File: config.mk
export PLATFORM = sky130hd
export DESIGN_NAME = bcd_down_timer_flat
export DESIGN_NICKNAME = d
export VERILOG_FILES = /design/src/rtl/bcd_down_timer_pkg.sv /design/src/rtl/bcd_down_timer_if.sv /design/src/rtl/bcd_digit_dec.sv /design/src/rtl/bcd_down_timer.sv /design/src/flat_wrapper.sv
export SDC_FILE = /design/constraint.sdc
export NUM_CORES = 1
export LEC_CHECK = 0
export CORE_MARGIN = 2
export CORE_UTILIZATION = 35
export DETAILED_ROUTE_END_ITERATION = 8
export GPL_TIMING_DRIVEN = 0
export SYNTH_ARGS = -nofsm -noshare
export SYNTH_HDL_FRONTEND = slang
export SYNTH_HIERARCHICAL = 1
export SYNTH_SLANG_ARGS = --single-unit
File: constraint.sdc
create_clock -name clk -period 3 [get_ports clk]
set_clock_uncertainty 0.05 [all_clocks]
set_input_delay 0.6 -clock clk [delete_from_list [all_inputs] [get_ports clk]]
set_output_delay 0.6 -clock clk [all_outputs]
set_load 0.01 [all_outputs]
File: src/rtl/bcd_down_timer_pkg.sv
// Shared types and constants for the BCD down timer: state codes, digit width, digit maximum.
// Pure declarations, no latency or backpressure.
package bcd_down_timer_pkg;

  localparam int         BCD_W   = 4;
  localparam logic [3:0] BCD_MAX = 4'd9;

  typedef logic [1:0] state_t;

  localparam state_t ST_IDLE    = 2'd0;
  localparam state_t ST_RUN     = 2'd1;
  localparam state_t ST_PAUSED  = 2'd2;
  localparam state_t ST_EXPIRED = 2'd3;

endpackage

File: src/rtl/bcd_down_timer_if.sv
// Control/status bundle of the BCD down timer; master drives requests, slave is the timer.
// Level/pulse signals only, no handshake or backpressure.
interface bcd_down_timer_if #(parameter int DIGITS = 2);
  import bcd_down_timer_pkg::*;

  logic                      tick;
  logic                      load;
  logic [BCD_W*DIGITS-1:0]   load_val;
  logic                      start;
  logic                      pause;
  logic [BCD_W*DIGITS-1:0]   q;
  logic                      busy;
  logic                      done;
  logic                      load_err;

  modport master (
    output tick, load, load_val, start, pause,
    input  q, busy, done, load_err
  );

  modport slave (
    input  tick, load, load_val, start, pause,
    output q, busy, done, load_err
  );

endinterface

File: src/rtl/bcd_digit_dec.sv
// Single BCD digit decrement with borrow chain; purely combinational, 0 cycles.
// No backpressure: borrow-in 0 passes the digit through unchanged.
module bcd_digit_dec
  import bcd_down_timer_pkg::*;
(
  input  logic [BCD_W-1:0] d,
  input  logic             bin,
  output logic [BCD_W-1:0] q,
  output logic             bout
);

  always_comb begin
    q    = d;
    bout = 1'b0;
    if (bin) begin
      if (d == '0) begin
        q    = BCD_MAX;
        bout = 1'b1;
      end else begin
        q = d - BCD_W'(1);
      end
    end
  end

endmodule

File: src/rtl/bcd_down_timer.sv
// Loadable BCD down counter with pause, expiry pulse and optional auto-reload.
// All outputs registered, 1 cycle after the triggering edge; no backpressure.
module bcd_down_timer
  import bcd_down_timer_pkg::*;
#(
  parameter int DIGITS      = 2,
  parameter bit AUTO_RELOAD = 1'b0
) (
  input logic             clk,
  input logic             reset,
  bcd_down_timer_if.slave bus
);

  localparam int W = BCD_W * DIGITS;

  state_t         state_r, state_nx;
  logic [W-1:0]   q_r, q_nx, reload_r, reload_nx, q_dec;
  logic [DIGITS:0] borrow;
  logic           busy_r, done_r, err_r;
  logic           done_nx, err_nx, load_ok, underflow;

  assign borrow[0] = 1'b1;
  assign underflow = borrow[DIGITS];

  for (genvar g = 0; g < DIGITS; g++) begin : g_dig
    bcd_digit_dec u_dig (
      .d    (q_r[g*BCD_W +: BCD_W]),
      .bin  (borrow[g]),
      .q    (q_dec[g*BCD_W +: BCD_W]),
      .bout (borrow[g+1])
    );
  end

  always_comb begin
    load_ok = 1'b1;
    for (int i = 0; i < DIGITS; i++) begin
      if (bus.load_val[i*BCD_W +: BCD_W] > BCD_MAX) load_ok = 1'b0;
    end
  end

  // A load request, valid or not, pre-empts everything else that cycle.
  always_comb begin
    state_nx  = state_r;
    q_nx      = q_r;
    reload_nx = reload_r;
    done_nx   = 1'b0;
    err_nx    = 1'b0;
    if (bus.load) begin
      if (load_ok) begin
        q_nx      = bus.load_val;
        reload_nx = bus.load_val;
        state_nx  = ST_IDLE;
      end else begin
        err_nx = 1'b1;
      end
    end else begin
      case (state_r)
        ST_IDLE: begin
          if (bus.start && q_r != '0) state_nx = ST_RUN;
        end
        ST_RUN: begin
          if (bus.pause) begin
            state_nx = ST_PAUSED;
          end else if (bus.tick && !underflow) begin
            q_nx = q_dec;
            if (q_dec == '0) begin
              state_nx = ST_EXPIRED;
              done_nx  = 1'b1;
            end
          end
        end
        ST_PAUSED: begin
          if (!bus.pause) state_nx = ST_RUN;
        end
        ST_EXPIRED: begin
          if (AUTO_RELOAD && reload_r != '0) begin
            q_nx     = reload_r;
            state_nx = ST_RUN;
          end
        end
        default: state_nx = ST_IDLE;
      endcase
    end
  end

  always_ff @(posedge clk or negedge reset) begin
    if (!reset) begin
      state_r  <= ST_IDLE;
      q_r      <= '0;
      reload_r <= '0;
      busy_r   <= 1'b0;
      done_r   <= 1'b0;
      err_r    <= 1'b0;
    end else begin
      state_r  <= state_nx;
      q_r      <= q_nx;
      reload_r <= reload_nx;
      busy_r   <= (state_nx == ST_RUN) || (state_nx == ST_PAUSED);
      done_r   <= done_nx;
      err_r    <= err_nx;
    end
  end

  assign bus.q        = q_r;
  assign bus.busy     = busy_r;
  assign bus.done     = done_r;
  assign bus.load_err = err_r;

endmodule

File: src/flat_wrapper.sv
// flat-port wrapper written by rule: the top's interface ports become plain ports
module bcd_down_timer_flat import bcd_down_timer_pkg::*;
#(
  parameter int DIGITS      = 2,
  parameter bit AUTO_RELOAD = 1'b0
)
  (clk, reset, bus_tick, bus_load, bus_load_val, bus_start, bus_pause, bus_q, bus_busy, bus_done, bus_load_err);
  bcd_down_timer_if #(.DIGITS(DIGITS)) bus_i ();
  input logic clk;
  input logic reset;
  input wire logic [$bits(bus_i.tick)-1:0] bus_tick;
  input wire logic [$bits(bus_i.load)-1:0] bus_load;
  input wire logic [$bits(bus_i.load_val)-1:0] bus_load_val;
  input wire logic [$bits(bus_i.start)-1:0] bus_start;
  input wire logic [$bits(bus_i.pause)-1:0] bus_pause;
  output wire logic [$bits(bus_i.q)-1:0] bus_q;
  output wire logic [$bits(bus_i.busy)-1:0] bus_busy;
  output wire logic [$bits(bus_i.done)-1:0] bus_done;
  output wire logic [$bits(bus_i.load_err)-1:0] bus_load_err;
  assign bus_i.tick = bus_tick;
  assign bus_i.load = bus_load;
  assign bus_i.load_val = bus_load_val;
  assign bus_i.start = bus_start;
  assign bus_i.pause = bus_pause;
  assign bus_q = bus_i.q;
  assign bus_busy = bus_i.busy;
  assign bus_done = bus_i.done;
  assign bus_load_err = bus_i.load_err;
  bcd_down_timer #(.DIGITS(DIGITS), .AUTO_RELOAD(AUTO_RELOAD)) u_core (.clk(clk), .reset(reset), .bus(bus_i));
endmodule
==> flow_metrics.tcl, run 1 <==
set metrics [dict create \
    crit_fanout 10 \
    dieHeight_um 52.9 \
    clk_latency_ps 270 \
    p_per_area_mw_per_mm2 672 \
    ir_drop_v 0.000337 \
    stdcell_count 144 \
    whs_path_depth 2 \
    critical_path.startpoint_type "flip-flop" \
    finalHoldViolations 0 \
    ys_seq_area_share_pct 38.9 \
    wl_per_cell_um 13.3 \
    min_path_type "flip-flop to flip-flop" \
    place_hpwl_mm 1.44 \
    critPathKind "flip-flop to flip-flop" \
    coreArea_mm2 0.00223 \
    num_vias 780 \
    finalMaxSlewViolations 0 \
    required_ps 3150 \
    r2r_cells 9 \
    synth_top_area_share_pct 38.9 \
    n_fill_cell 214 \
    yosysWarnings 6 \
    pwr-share-seq_pct 39.9 \
    clkTransAtPathRegs_ps 80 \
    place.gp.congestion 0.746 \
    finalPower_mw 0.767 \
    synth_edf_count 0 \
    ios 25 \
    ant_nets 0 \
    grt_pass1_wl_mm 3.23 \
    area_delta_synth_final_pct 36.5 \
    grt_max_degree 14 \
    cts_buffers 3 \
    drtIter0Drc 10 \
    vias_per_cell 5.42 \
    die-area_mm2 0.00279 \
    synth-async-reset-ratio_pct 100 \
    cts_max_level 1 \
    tns_ps 0 \
    drc 0 \
    synth_area_um2 836 \
    ctsHoldBuffers 0 \
    period_share_pct 83.7 \
    slew-limit-headroom_pct 56.2 \
    comb_power_share_pct 45.9 \
    p_leak_nw 0.494 \
    wl_mm 1.92 \
    final_nets 131 \
    cts_setup_buffers 0 \
    cts_tree "built" \
    dpl_worst_slack_ps 506 \
    placed_area_mm2 0.00111 \
    postLayoutSetupSlackWorst_ps 488 \
    synth_area_leaders "dfrtp_1 (39%), mux2i_1 (9.6%), o21ai_1 (6.0%)" \
    switching_share_pct 38.5 \
    dr.pass1.iters 4 \
    clkPwrFrac_pct 14.1 \
    cp.arrival_ps 2660 \
    rows 17 \
    start_util_pct 37.4 \
    cp-end-kind "flip-flop" \
    grt_pass1_vias 704 \
    clockBufferDepth 2 \
    layout-drive-gt1-share_pct 11.2 \
    netlist_instances 87 \
    finalCriticalPeriod_ps 2510 \
    ys_ff_latch 13 \
    drv_cap 0 \
    yosys.area.top_type "dfrtp_1" \
    syn_area_per_cell_um2 9.61 \
    grt_usage_pct 16.0 \
    cts-root-buf "clkbuf_4" \
    clock_sinks 13 \
    rsz0062_at_grt "false" \
    p_int_mw 0.472 \
    setup_viol 0 \
    portBuffers 24 \
    num_antenna_cells 0 \
    die_w_um 52.9 \
    rrSetupSlack_ps 490 \
    ys.flop_type "dfrtp_1" \
    fmax_mhz 398 \
    tightest_slew_ps 651 \
    status "completed" \
    stdcell_area_mm2 0.00114 \
    dp_cells 140 \
    antenna_found_initial 0 \
    grt.overflow.total 0 \
    cts.repair.resized 0 \
    synth_cell_type_count 28 \
    p_switching_mw 0.295 \
]
-- layer usage --
layer	global-route usage [%]	vias to the layer above	wire (µm)
met2	24.4	26	872
met5	0	-	0
met4	10.3	0	40
met3	2.82	6	108
li1	-	385	-
met1	20.8	363	894
-- cell type report --
class | instances | area [µm²] | share of cell area, %
Buffer | 2 | 18.8 | 1.64
Multi-Input combinational cell | 73 | 495 | 43.4
Clock buffer | 4 | 26.3 | 2.30
Sequential cell | 13 | 325 | 28.5
Timing Repair Buffer | 24 | 240 | 21.1
Tap cell | 28 | 35.0 | 3.07
-- per-stage QoR --
stage / util [%] / hold WS, ps
2_1_floorplan: - / 254
3_3_place_gp: 49.9 / 513
3_5_place_dp: 49.9 / 530
4_1_cts: 51.1 / 553
5_1_grt: 51.1 / 580
6_report: 51.1 / 550
-- final timing paths --
path / from / end
max reg2reg: u_core/bus.q[0] / u_core/bus.q[5]
min: u_core/bus.q[4] / u_core/bus.q[4]
max in group asynchronous: reset / u_core/state_r[1]
max: u_core/bus.q[0] / u_core/bus.q[5]
min in group asynchronous: reset / u_core/bus.q[2]
min reg2reg: u_core/bus.q[4] / u_core/bus.q[4]
-- sequential cells by signal, summed over array words and instances (netlist names) --
signal               flops
u_core/state_r           2
u_core/bus.busy          1
u_core/bus.done          1
u_core/bus.q             8
u_core/bus.load_err      1
-- cell usage in the layout, fill, tap and decap left out, types with 3 or more instances in the layout --
master           count
clkdlybuf4s50_1     24
dfrtp_1             13
nand2_1             11
o21ai_1             10
mux2i_1              8
nor4_1               6
xor2_1               5
nor2_1               4
nor3_1               4
clkbuf_4             3
o21ai_0              3
-- power by group through the flow --
stage          Clock [mW]  Sequential, mW  Combinational [mW]
2_1_floorplan           0           0.314               0.188
3_3_place_gp            0           0.308               0.349
3_5_place_dp            0           0.309               0.352
4_1_cts             0.113           0.306               0.354
5_1_grt             0.126           0.316               0.389
6_report            0.108           0.306               0.352
-- cells in the mapped netlist, drive strengths merged (2+ instances only) --
| master | number |
|---|---|
| dfrtp | 13 |
| o21ai | 13 |
| nand2 | 11 |
| mux2i | 8 |
| nor4 | 6 |
| xor2 | 5 |
| nor2 | 4 |
| nor3 | 4 |
| a21o | 3 |
| nand2b | 3 |
| a32o | 2 |
| buf | 2 |
| nor2b | 2 |
| or4b | 2 |
-- kinds of logic (layout without fill, tap and decap cells) --
family	count (synthesis)	in the layout	share of synthesized area (%)
simple gates	36	36	25.6
buf+inv	2	30	2.25
mux	8	8	9.58
xor+xnor	5	5	5.24
compound gates	22	22	18.0
flops	13	13	38.9
other cells	1	2	0.449
-- critical path, cell delays in order, from the launching register on --
cell,delay [ps]
dfrtp_1,450
nand2b_4,190
nor4_1,500
nand2b_4,130
nor4_1,250
nor2b_1,120
a32oi_2,390
buf_6,210
nand2_1,60
o21ai_1,80
Note: power is estimated with default switching activity, not from simulation.
==> run 2: changes to the inputs <==
==> constraint.sdc (replaced) <==
create_clock -name clk -period 2.05 [get_ports clk]
set_clock_uncertainty 0.05 [all_clocks]
set_input_delay 0.41 -clock clk [delete_from_list [all_inputs] [get_ports clk]]
set_output_delay 0.41 -clock clk [all_outputs]
set_load 0.01 [all_outputs]
==> flow_metrics.tcl, run 2 (synthesis gave the netlist of run 1 again) <==
set metrics [dict create \
    die_w_um 52.9 \
    clk_latency_ps 280 \
    violations "negative setup slack" \
    crit_path_start "u_core/bus.q[1]" \
    crit_chain "buf_4 > buf_4 > nor3_1 > xor2_1 > nor4_2 > nand3_2 > a21oi_2 > xor2_1" \
    dp_cells 140 \
    cts_buffers 3 \
    dpl_worst_slack_ps -233 \
    portBuffers 24 \
    fmax_mhz 461 \
    slew-limit-headroom_pct 60.1 \
    p_leak_nw 0.589 \
    p_per_area_mw_per_mm2 1020 \
    grt.overflow.total 0 \
    dr.pass1.iters 5 \
    antenna_found_initial 0 \
    grt_pass1_wl_mm 3.42 \
    finalCriticalPeriod_ps 2170 \
    die-area_mm2 0.00279 \
    place_hpwl_mm 1.55 \
    status "finished with violations" \
    ios 25 \
    place.gp.congestion 0.817 \
    tightest_slew_ps 596 \
    start_util_pct 37.4 \
    crit_fanout 4 \
    wl_mm 2.33 \
    drc 0 \
    stdcell_area_mm2 0.00137 \
    coreArea_mm2 0.00223 \
    grt_pass1_vias 800 \
    slowest_delay_ps 460 \
    rows 17 \
    clkTransAtPathRegs_ps 90 \
    dieHeight_um 52.9 \
    cts_max_level 1 \
    layout_commonest_cell "clkdlybuf4s50_1" \
    final_cell_mix "clkdlybuf4s50_1 (24), buf_4 (18), nand2_1 (10), o21ai_1 (10), dfrtp_1 (10)" \
    critical_path.startpoint_type "flip-flop" \
    drv_cap 0 \
    finalMaxSlewViolations 0 \
    grt_max_degree 14 \
    cts-root-buf "clkbuf_4" \
    postLayoutSetupSlackWorst_ps -120 \
    worstReg2RegStart "u_core/bus.q[1]" \
    finalPower_mw 1.39 \
    grt_usage_pct 16.9 \
    drtIter0Drc 34 \
    rsz0062_at_grt "true" \
    num_antenna_cells 0 \
    setup_viol 3 \
    ant_nets 0 \
    critPathKind "flip-flop to flip-flop" \
    required_ps 2190 \
    placed_area_mm2 0.00113 \
    area_delta_synth_final_pct 63.5 \
    holdWs_ps 453 \
    ir_drop_v 0.000597 \
    wl_per_cell_um 14.4 \
    crit_slowest_cell "dfrtp_2" \
    min_path_type "input port to asynchronous set/reset pin" \
    num_vias 851 \
    cp.arrival_ps 2310 \
    finalHoldViolations 0 \
    stdcell_count 162 \
    ctsHoldBuffers 0 \
    cp-end-kind "flip-flop" \
    period_share_pct 106 \
    clock_sinks 13 \
    largest_reg_flops 8 \
    final_nets 149 \
    layout-drive-gt1-share_pct 32.1 \
    clockBufferDepth 2 \
    vias_per_cell 5.25 \
    cts_tree "built" \
]
-- run 2: changes by cell type in the layout (fill, tap and decap cells not counted), sizes merged --
cell,previous run,this run
buf,2,20
-- run 2: critical path: cells and delay by family, from the launching register on --
| kind | cells | cell delay, ps |
|---|---|---|
| and+or+nand+nor | 3 | 780 |
| DFF | 1 | 460 |
| buffers and inverters | 2 | 280 |
| xor gates and xnor gates | 2 | 320 |
| AOI/OAI and AO/OA | 1 | 190 |
-- run 2: cell type report --
class                   count  area, µm²
fillers                   199        867
repair buffers             42        379
plain buffers               2       18.8
well taps                  28       35.0
flip-flops and latches     13        329
multi-input cells          73        578
clock buffers               4       26.3
-- run 2: worst paths after layout --
kind,endpoint,slack [ps],cells past startpoint
worst max-delay path,u_core/bus.busy,-120,8
worst max register to register,u_core/bus.busy,-120,8
min in group clk,u_core/bus.q[1],530,2
worst min register to register,u_core/bus.q[1],530,2
worst min-delay path,u_core/bus.q[1],450,1
max in group asynchronous,u_core/bus.q[3],1080,1
-- run 2: layer usage --
layer  vias to the layer above  part of all wire [%]  GRT usage (%)
li1                        413                     -              -
met5                         -                     0              0
met2                        27                    48           28.7
met3                         6                   5.2           3.67
met1                       405                    45           20.4
met4                         0                   2.2           7.26
-- run 2: power by group --
part	total, mW	internal (mW)	switching, mW
Combinational	0.757	0.431	0.326
Clock	0.164	0.0754	0.0887
Sequential	0.471	0.332	0.139
-- run 2: stage by stage --
stage | setup TNS, ps | utilization (%)
2_1_floorplan | 0 | -
3_3_place_gp | -1030 | 50.6
3_5_place_dp | -1090 | 50.6
4_1_cts | -338 | 55.0
5_1_grt | -1100 | 61.2
6_report | -172 | 61.2
-- run 2: what timing repair did --
action	in CTS	in global routing
pin swaps	6	6
gates resized for setup	2	15
setup endpoints to repair	11	11
gates cloned	1	0
buffers inserted	8	9
